$ cat src/rtl/hazard_unit.sv
`timescale 1ns/1ps
// Hazard/forwarding controller: tracks in-flight rd from X to the last stage; fwd_* and kill_id registered (1 cycle).
// stall is combinational (load-use); br_taken overrides stall and opens a FLUSH_DEPTH-cycle decode squash window.
module hazard_unit #(
   parameter int ADDR_W      = 5,
   parameter int STAGES      = 2,
   parameter int LOAD_GAP    = 1,
   parameter int FLUSH_DEPTH = 1,
   parameter int CNT_W       = 16,
   localparam int FW         = (STAGES > 2) ? $clog2(STAGES) : 1
) (
   input  logic              clk,
   input  logic              reset,
   input  logic              id_valid,
   input  logic [ADDR_W-1:0] id_rs1,
   input  logic [ADDR_W-1:0] id_rs2,
   input  logic              id_rs1_used,
   input  logic              id_rs2_used,
   input  logic [ADDR_W-1:0] id_rd,
   input  logic              id_we,
   input  logic              id_is_load,
   input  logic              br_taken,
   output logic              stall,
   output logic              kill_id,
   output logic [FW-1:0]     fwd_a,
   output logic [FW-1:0]     fwd_b,
   output logic [CNT_W-1:0]  stall_count
);

   typedef struct packed {
      logic              v;
      logic [ADDR_W-1:0] rd;
      logic              we;
      logic              ld;
   } ent_t;

   ent_t             r_e [1:STAGES];
   logic [2:0]       r_fc;
   logic [FW-1:0]    r_fwd_a;
   logic [FW-1:0]    r_fwd_b;
   logic [CNT_W-1:0] r_cnt;

   logic             w_kill;
   logic             w_hz;
   logic             w_stall;
   logic             w_e1_load;
   logic [FW-1:0]    w_fwd_a;
   logic [FW-1:0]    w_fwd_b;

   function automatic logic f_match(input ent_t e, input logic [ADDR_W-1:0] rs, input logic used);
      return e.v && e.we && (e.rd == rs) && (rs != '0) && used;
   endfunction

   // Search oldest to youngest so the youngest producer overwrites; E[STAGES] is covered by write-through.
   always_comb begin
      w_fwd_a = '0;
      w_fwd_b = '0;
      w_hz    = 1'b0;
      for (int k = STAGES - 1; k >= 1; k--) begin
         if (f_match(r_e[k], id_rs1, id_rs1_used)) w_fwd_a = FW'(k);
         if (f_match(r_e[k], id_rs2, id_rs2_used)) w_fwd_b = FW'(k);
      end
      for (int k = 1; k <= LOAD_GAP; k++) begin
         if (r_e[k].ld && (f_match(r_e[k], id_rs1, id_rs1_used) ||
                           f_match(r_e[k], id_rs2, id_rs2_used)))
            w_hz = 1'b1;
      end
   end

   assign w_kill    = (r_fc != 3'd0);
   assign w_stall   = id_valid & ~w_kill & ~br_taken & w_hz;
   assign w_e1_load = id_valid & ~w_stall & ~w_kill & ~br_taken;

   always_ff @(posedge clk) begin
      if (!reset) begin
         for (int k = 1; k <= STAGES; k++) r_e[k] <= '0;
         r_fc    <= 3'd0;
         r_fwd_a <= '0;
         r_fwd_b <= '0;
         r_cnt   <= '0;
      end else begin
         if (w_e1_load) r_e[1] <= '{v: 1'b1, rd: id_rd, we: id_we, ld: id_is_load};
         else           r_e[1] <= '0;
         for (int k = 2; k <= STAGES; k++) r_e[k] <= r_e[k-1];

         if (br_taken)    r_fc <= 3'(FLUSH_DEPTH);
         else if (w_kill) r_fc <= r_fc - 3'd1;

         // A bubble entering X must never select a bypass path.
         r_fwd_a <= w_e1_load ? w_fwd_a : '0;
         r_fwd_b <= w_e1_load ? w_fwd_b : '0;

         if (w_stall && (r_cnt != '1)) r_cnt <= r_cnt + CNT_W'(1);
      end
   end

   assign stall       = w_stall;
   assign kill_id     = w_kill;
   assign fwd_a       = r_fwd_a;
   assign fwd_b       = r_fwd_b;
   assign stall_count = r_cnt;

endmodule

$ cat config.mk
export PLATFORM = sky130hd
export DESIGN_NAME = hazard_unit
export DESIGN_NICKNAME = d
export VERILOG_FILES = /design/src/rtl/hazard_unit.sv
export SDC_FILE = /design/constraint.sdc
export NUM_CORES = 1
export LEC_CHECK = 0
export BUFFER_PORTS_ARGS = -buffer_cell sky130_fd_sc_hd__buf_2
export CORE_MARGIN = 2
export CORE_UTILIZATION = 40
export CTS_CLUSTER_SIZE = 25
export DETAILED_ROUTE_END_ITERATION = 8
export GPL_TIMING_DRIVEN = 0
export HOLD_SLACK_MARGIN = 0.02
export PLACE_DENSITY = 0.61
export SLEW_MARGIN = 25
export SYNTH_ARGS = -nofsm -noshare
export SYNTH_HDL_FRONTEND = slang
export SYNTH_SLANG_ARGS = --single-unit
$ cat constraint.sdc
create_clock -name clk -period 2.41 [get_ports clk]
set_clock_uncertainty 0.15 [all_clocks]
set_input_delay 0.482 -clock clk [delete_from_list [all_inputs] [get_ports clk]]
set_output_delay 0.482 -clock clk [all_outputs]
set_load 0.01 [all_outputs]
Word level (Yosys, flattened, before mapping)

Memory sizes are Yosys's and may differ from the RTL's.
Index checks and enable logic that the tools add are counted.

Register bits: 21
Bits in writable memories: 16
Output and inout bits: 20
Logic and storage cells: 56
Memories kept: 1

Memories:

| name | depth | width | read ports | clocked after Yosys merged registers in | wr ports | RTL line | RTL |
|---|---|---|---|---|---|---|---|
| r_e  | 2     | 8     | 1          | 0                                       | 2        | 37       | `ent_t r_e [1:STAGES];` |

Add/sub/neg operators: 2
Equality and inequality tests: 3
Multiplexer cells: 16
Bitwise gates (word level): 13
Reductions and logical operators: 16

Operator list:

| operator              | number |
|---|---|
| $mux 8                | 3 |
| $add 16x1->16 const B | 1 |
| $ne 16x16->1 const B  | 1 |
| $mux 1                | 13 |
| $eq 5x5->1            | 2 |
| $reduce_bool 5->1     | 2 |
| $logic_and 1x1->1     | 9 |
| $and 1x1->1           | 6 |
| $not 1->1             | 4 |
| $or 1x1->1            | 3 |
| $reduce_bool 3->1     | 1 |
| $sub 3x1->3 const B   | 1 |
| $reduce_and 2->1      | 1 |
| $reduce_bool 2->1     | 1 |
| $reduce_or 2->1       | 1 |
| $logic_or 1x1->1      | 1 |

Logic depth before layout (Yosys ltp)

An unclocked memory read counts as a cell.

Word-level depth: 18
Gate-level depth with buffers: 8
Mapped depth without buffers: 8

Least setup slack after synthesis

No wires, ideal clock.

Path kind: input-to-reg
From: input port id_rs1[4]
To: register r_cnt[7], in the netlist stall_count[7]
Setup time: 70 ps
Data arrival time: 1,895 ps
Required time: 2,190 ps
Path slack: 295 ps
Cell stages on the path: 6
Path buffers: 0
Path through: or2_0 -> o21ai_0 -> nand4_2 -> a211o_1 -> or3_1 -> a21oi_1

Cells in the longest elaborated chain, start to end: 9

Ends and longest elaborated chain:

| element                           | RTL line | RTL |
|---|---|---|
| start: declaration                | 15       | `input logic [ADDR_W-1:0] id_rs1,` |
| $eq 5x5->1                        | 51       | `return e.v && e.we && (e.rd == rs) && (rs != '0) && used;` |
| $logic_and 1x1->1                 | 51       |  |
| $logic_and 1x1->1 * (2 in series) | 51       |  |
| $logic_or 1x1->1 *                | 64       | `if (r_e[k].ld && (f_match(r_e[k], id_rs1, id_rs1_used) \|\|` |
| $logic_and 1x1->1 *               | 64       |  |
| $mux 1 *                          | 64       |  |
| $and 1x1->1 *                     | 71       | `assign w_stall = id_valid & ~w_kill & ~br_taken & w_hz;` |
| $logic_and 1x1->1 *               | 93       | `if (w_stall && (r_cnt != '1)) r_cnt <= r_cnt + CNT_W'(1);` |
| end signal: assignment            | 93       |  |
| end: declaration                  | 41       | `logic [CNT_W-1:0] r_cnt;` |

Mark *: on every way between the ends. The rest lies on a longest branch, timed or not.
A chain may end at the register's enable or synchronous reset.

Worst setup path after layout

From: memory r_e[1][5] in the netlist's numbering
To: output port stall

Cells in the longest elaborated chain, start to end: 9

Ends and longest elaborated chain:

| element                         | RTL line | RTL |
|---|---|---|
| start: declaration              | 37       |  |
| $mem_v2 2x8 *                   | n/a      |  |
| $eq 5x5->1                      | 51       |  |
| $logic_and 1x1->1 (3 in series) | 51       |  |
| $logic_or 1x1->1 *              | 64       |  |
| $logic_and 1x1->1 *             | 64       |  |
| $mux 1 *                        | 64       |  |
| $and 1x1->1 *                   | 71       |  |
| end: declaration                | 23       | `output logic stall,` |

Marks and branches as above.

==> results_dict.tcl <==
set metrics [dict create \
    syn-instance-count 163 \
    routedWlPerCell_um 13.3 \
    gp_congestion 0.859 \
    synth_top_area_share_pct 27.3 \
    ys_seq_elements 29 \
    fp-row-count 22 \
    synthTopCellsByArea "dfxtp_1 27%, edfxtp_1 16%, xnor2_1 4.6%" \
    ys_top_cells_by_count "21 x dfxtp_1, 14 x nor2_1, 11 x nand2_1" \
    clkTransAtPathRegs_ns 0.06 \
    port_buffers 41 \
    viasPerCell 5.16 \
    clock_sinks 29 \
    yosysSeqAreaShare_pct 42.9 \
    finalMaxSlewViolations 0 \
    ir_drop_uv 327 \
    fin_crit_sh_pct 96.9 \
    coreArea_sq_um 3690 \
    seq_area_sq_um 661 \
    grt_remaining_overflow 0 \
    async_reset_ff_share_pct 0 \
    yosysUniqueCellTypes 40 \
    crit_path_max_fanout 5 \
    cts.htree.levels 2 \
    maxCapViolCount 0 \
    drive_above_1_share_pct 29.0 \
    critical_path_required_ns 1.78 \
    die_h_um 66.0 \
    fill_cells 367 \
    fin_util_pct 53.8 \
    grt_pass1_vias 1355 \
    setup_tns_ns 0 \
    holdCritPathClass "in2reg" \
    ys_warn_count 0 \
    cts-buffers-inserted 5 \
    cts_root_buf "clkbuf_8" \
    max_freq_mhz 428 \
    postRouteAntennaNets 0 \
    drc 0 \
    synth_flop_cell "dfxtp_1" \
    avgSynthCellArea_sq_um 9.44 \
    leakagePower_nw 0.812 \
    antenna_found_initial 0 \
    cp-start-kind "flip-flop" \
    drt-pass1-iter-count 4 \
    clockBufferDepth 2 \
    synth_area_sq_um 1540 \
    drt_iter0_markers 48 \
    synth_edf_count 8 \
    power_density_nw_per_um2 524 \
    cts_tree "built" \
    grt_max_degree 11 \
    r2r_start "r_e[1][5]$_SDFFCE_PP0P_" \
    clk_latency_ns 0.28 \
    min_period_ns 2.34 \
    status "finished, final reports clean" \
    antenna_cells 0 \
    synth_top_area_cell "dfxtp_1" \
    wl_um 3610 \
    rsz0062_at_grt "no" \
    fp.dieW_um 66.0 \
    dr_total_vias 1403 \
    dp_hpwl_um 2680 \
    ctsHoldBuffers 0 \
    crit_path_end_kind "output pin" \
    grtUsageTotal_pct 18.3 \
    crit_arrival_ns 1.70 \
    multi_input_area_sq_um 903 \
    synthToLayoutAreaGrowth_pct 28.9 \
    setup_violations 0 \
    path_class "reg2out" \
    die_area_sq_um 4360 \
    timing.hold.ws_ns 0.289 \
    nets 249 \
    io_pins 43 \
    grt_pass1_wl_um 6040 \
    finalHoldViolations 0 \
    crit_start "r_e[1][5]$_SDFFCE_PP0P_" \
    hold_start "br_taken" \
    yosysMostFrequentCell "dfxtp_1" \
    start_util_pct 41.7 \
]
-- sequential cells by signal, indices dropped and copies added (netlist names) --
signal,flops
stall_count,16
r_e,8
r_fc,3
fwd_a,1
fwd_b,1
-- critical path, stage by stage (launching register included) --
cell,delay (ns)
edfxtp_1,0.43
xor2_1,0.21
nor3_4,0.23
o2111ai_4,0.14
a21o_4,0.25
inv_1,0.05
buf_2,0.11
-- report_power, final --
part	internal [mW]	switching [mW]
Combinational	0.0491	0.0620
Clock	0.232	0.175
Sequential	0.513	0.00798
-- final timing paths --
check	end	slack, ns	cells after the start
setup / recovery	stall	0.07	6
hold / removal	r_fc[2]$_SDFFE_PP0P_	0.29	2
setup reg to reg	stall_count[7]$_SDFFE_PN0P_	0.12	7
hold reg to reg	stall_count[15]$_SDFFE_PN0P_	0.35	2
-- per-stage QoR --
step           power (mW)  cells  area, sq um  worst slack [ns]
5_1_grt              1.09    272         1980           0.00927
2_1_floorplan       0.597    170         1570             0.295
3_5_place_dp        0.637    259         1830           -0.0637
4_1_cts              1.04    270         1960            0.0373
6_report             1.04    272         1980            0.0739
3_3_place_gp        0.629    259         1830           -0.0275
-- area by class of cell --
| cell class | count | area share, % |
|---|---|---|
| multi-input cells | 134 | 45.6 |
| flip-flops and latches | 29 | 33.3 |
| repair buffers | 46 | 12.2 |
| clock buffers | 8 | 4.54 |
| well taps | 48 | 3.03 |
| inverters | 5 | 0.946 |
| plain buffers | 2 | 0.379 |
-- kinds of logic (layout without fill, tap and decap cells) --
kind of cell,count (synthesis),count (layout),share of synthesized area [%]
AO/OA/AOI/OAI,28,28,13.8
other,1,8,0.244
adder cells (fa/ha/maj),3,3,2.44
AND/OR/NAND/NOR,77,77,28.3
XOR/XNOR,14,14,7.97
multiplexers,4,4,2.60
flip-flops,29,29,42.9
buffers and inverters,7,61,1.71
-- layout by cell type, fill, tap and decap left out, types with 3 or more instances in the layout --
| cell type | instances |
|---|---|
| nor3_1 | 4 |
| o21ai_0 | 6 |
| a2111oi_1 | 4 |
| xor2_1 | 6 |
| nand3_1 | 9 |
| conb_1 | 8 |
| nor2_1 | 14 |
| and3_1 | 3 |
| clkbuf_1 | 4 |
| buf_2 | 41 |
| nand4_1 | 6 |
| inv_1 | 5 |
| and2_1 | 9 |
| nand2b_1 | 3 |
| clkbuf_8 | 6 |
| or3_1 | 5 |
| xnor2_1 | 8 |
| dfxtp_1 | 21 |
| edfxtp_1 | 8 |
| nand2_1 | 10 |
| a21oi_1 | 7 |
| buf_4 | 5 |
| mux2i_1 | 4 |
-- per-layer routing --
| layer | GRT usage (%) | part of all wire (%) | vias up |
|---|---|---|---|
| met2 | 29.9 | 49 | 37 |
| met1 | 22.6 | 44 | 652 |
| met4 | 7.65 | 2.0 | 0 |
| met5 | 0 | 0 | - |
| li1 | - | - | 705 |
| met3 | 5.11 | 5.1 | 9 |
-- timing repair --
action | CTS | global route
buffers inserted | 3 | 2
gates resized for setup | 4 | 3
pin swaps | 3 | 2
endpoints found under the setup margin | 1 | 6
No activity file was read; power rests on OpenSTA's default activity.
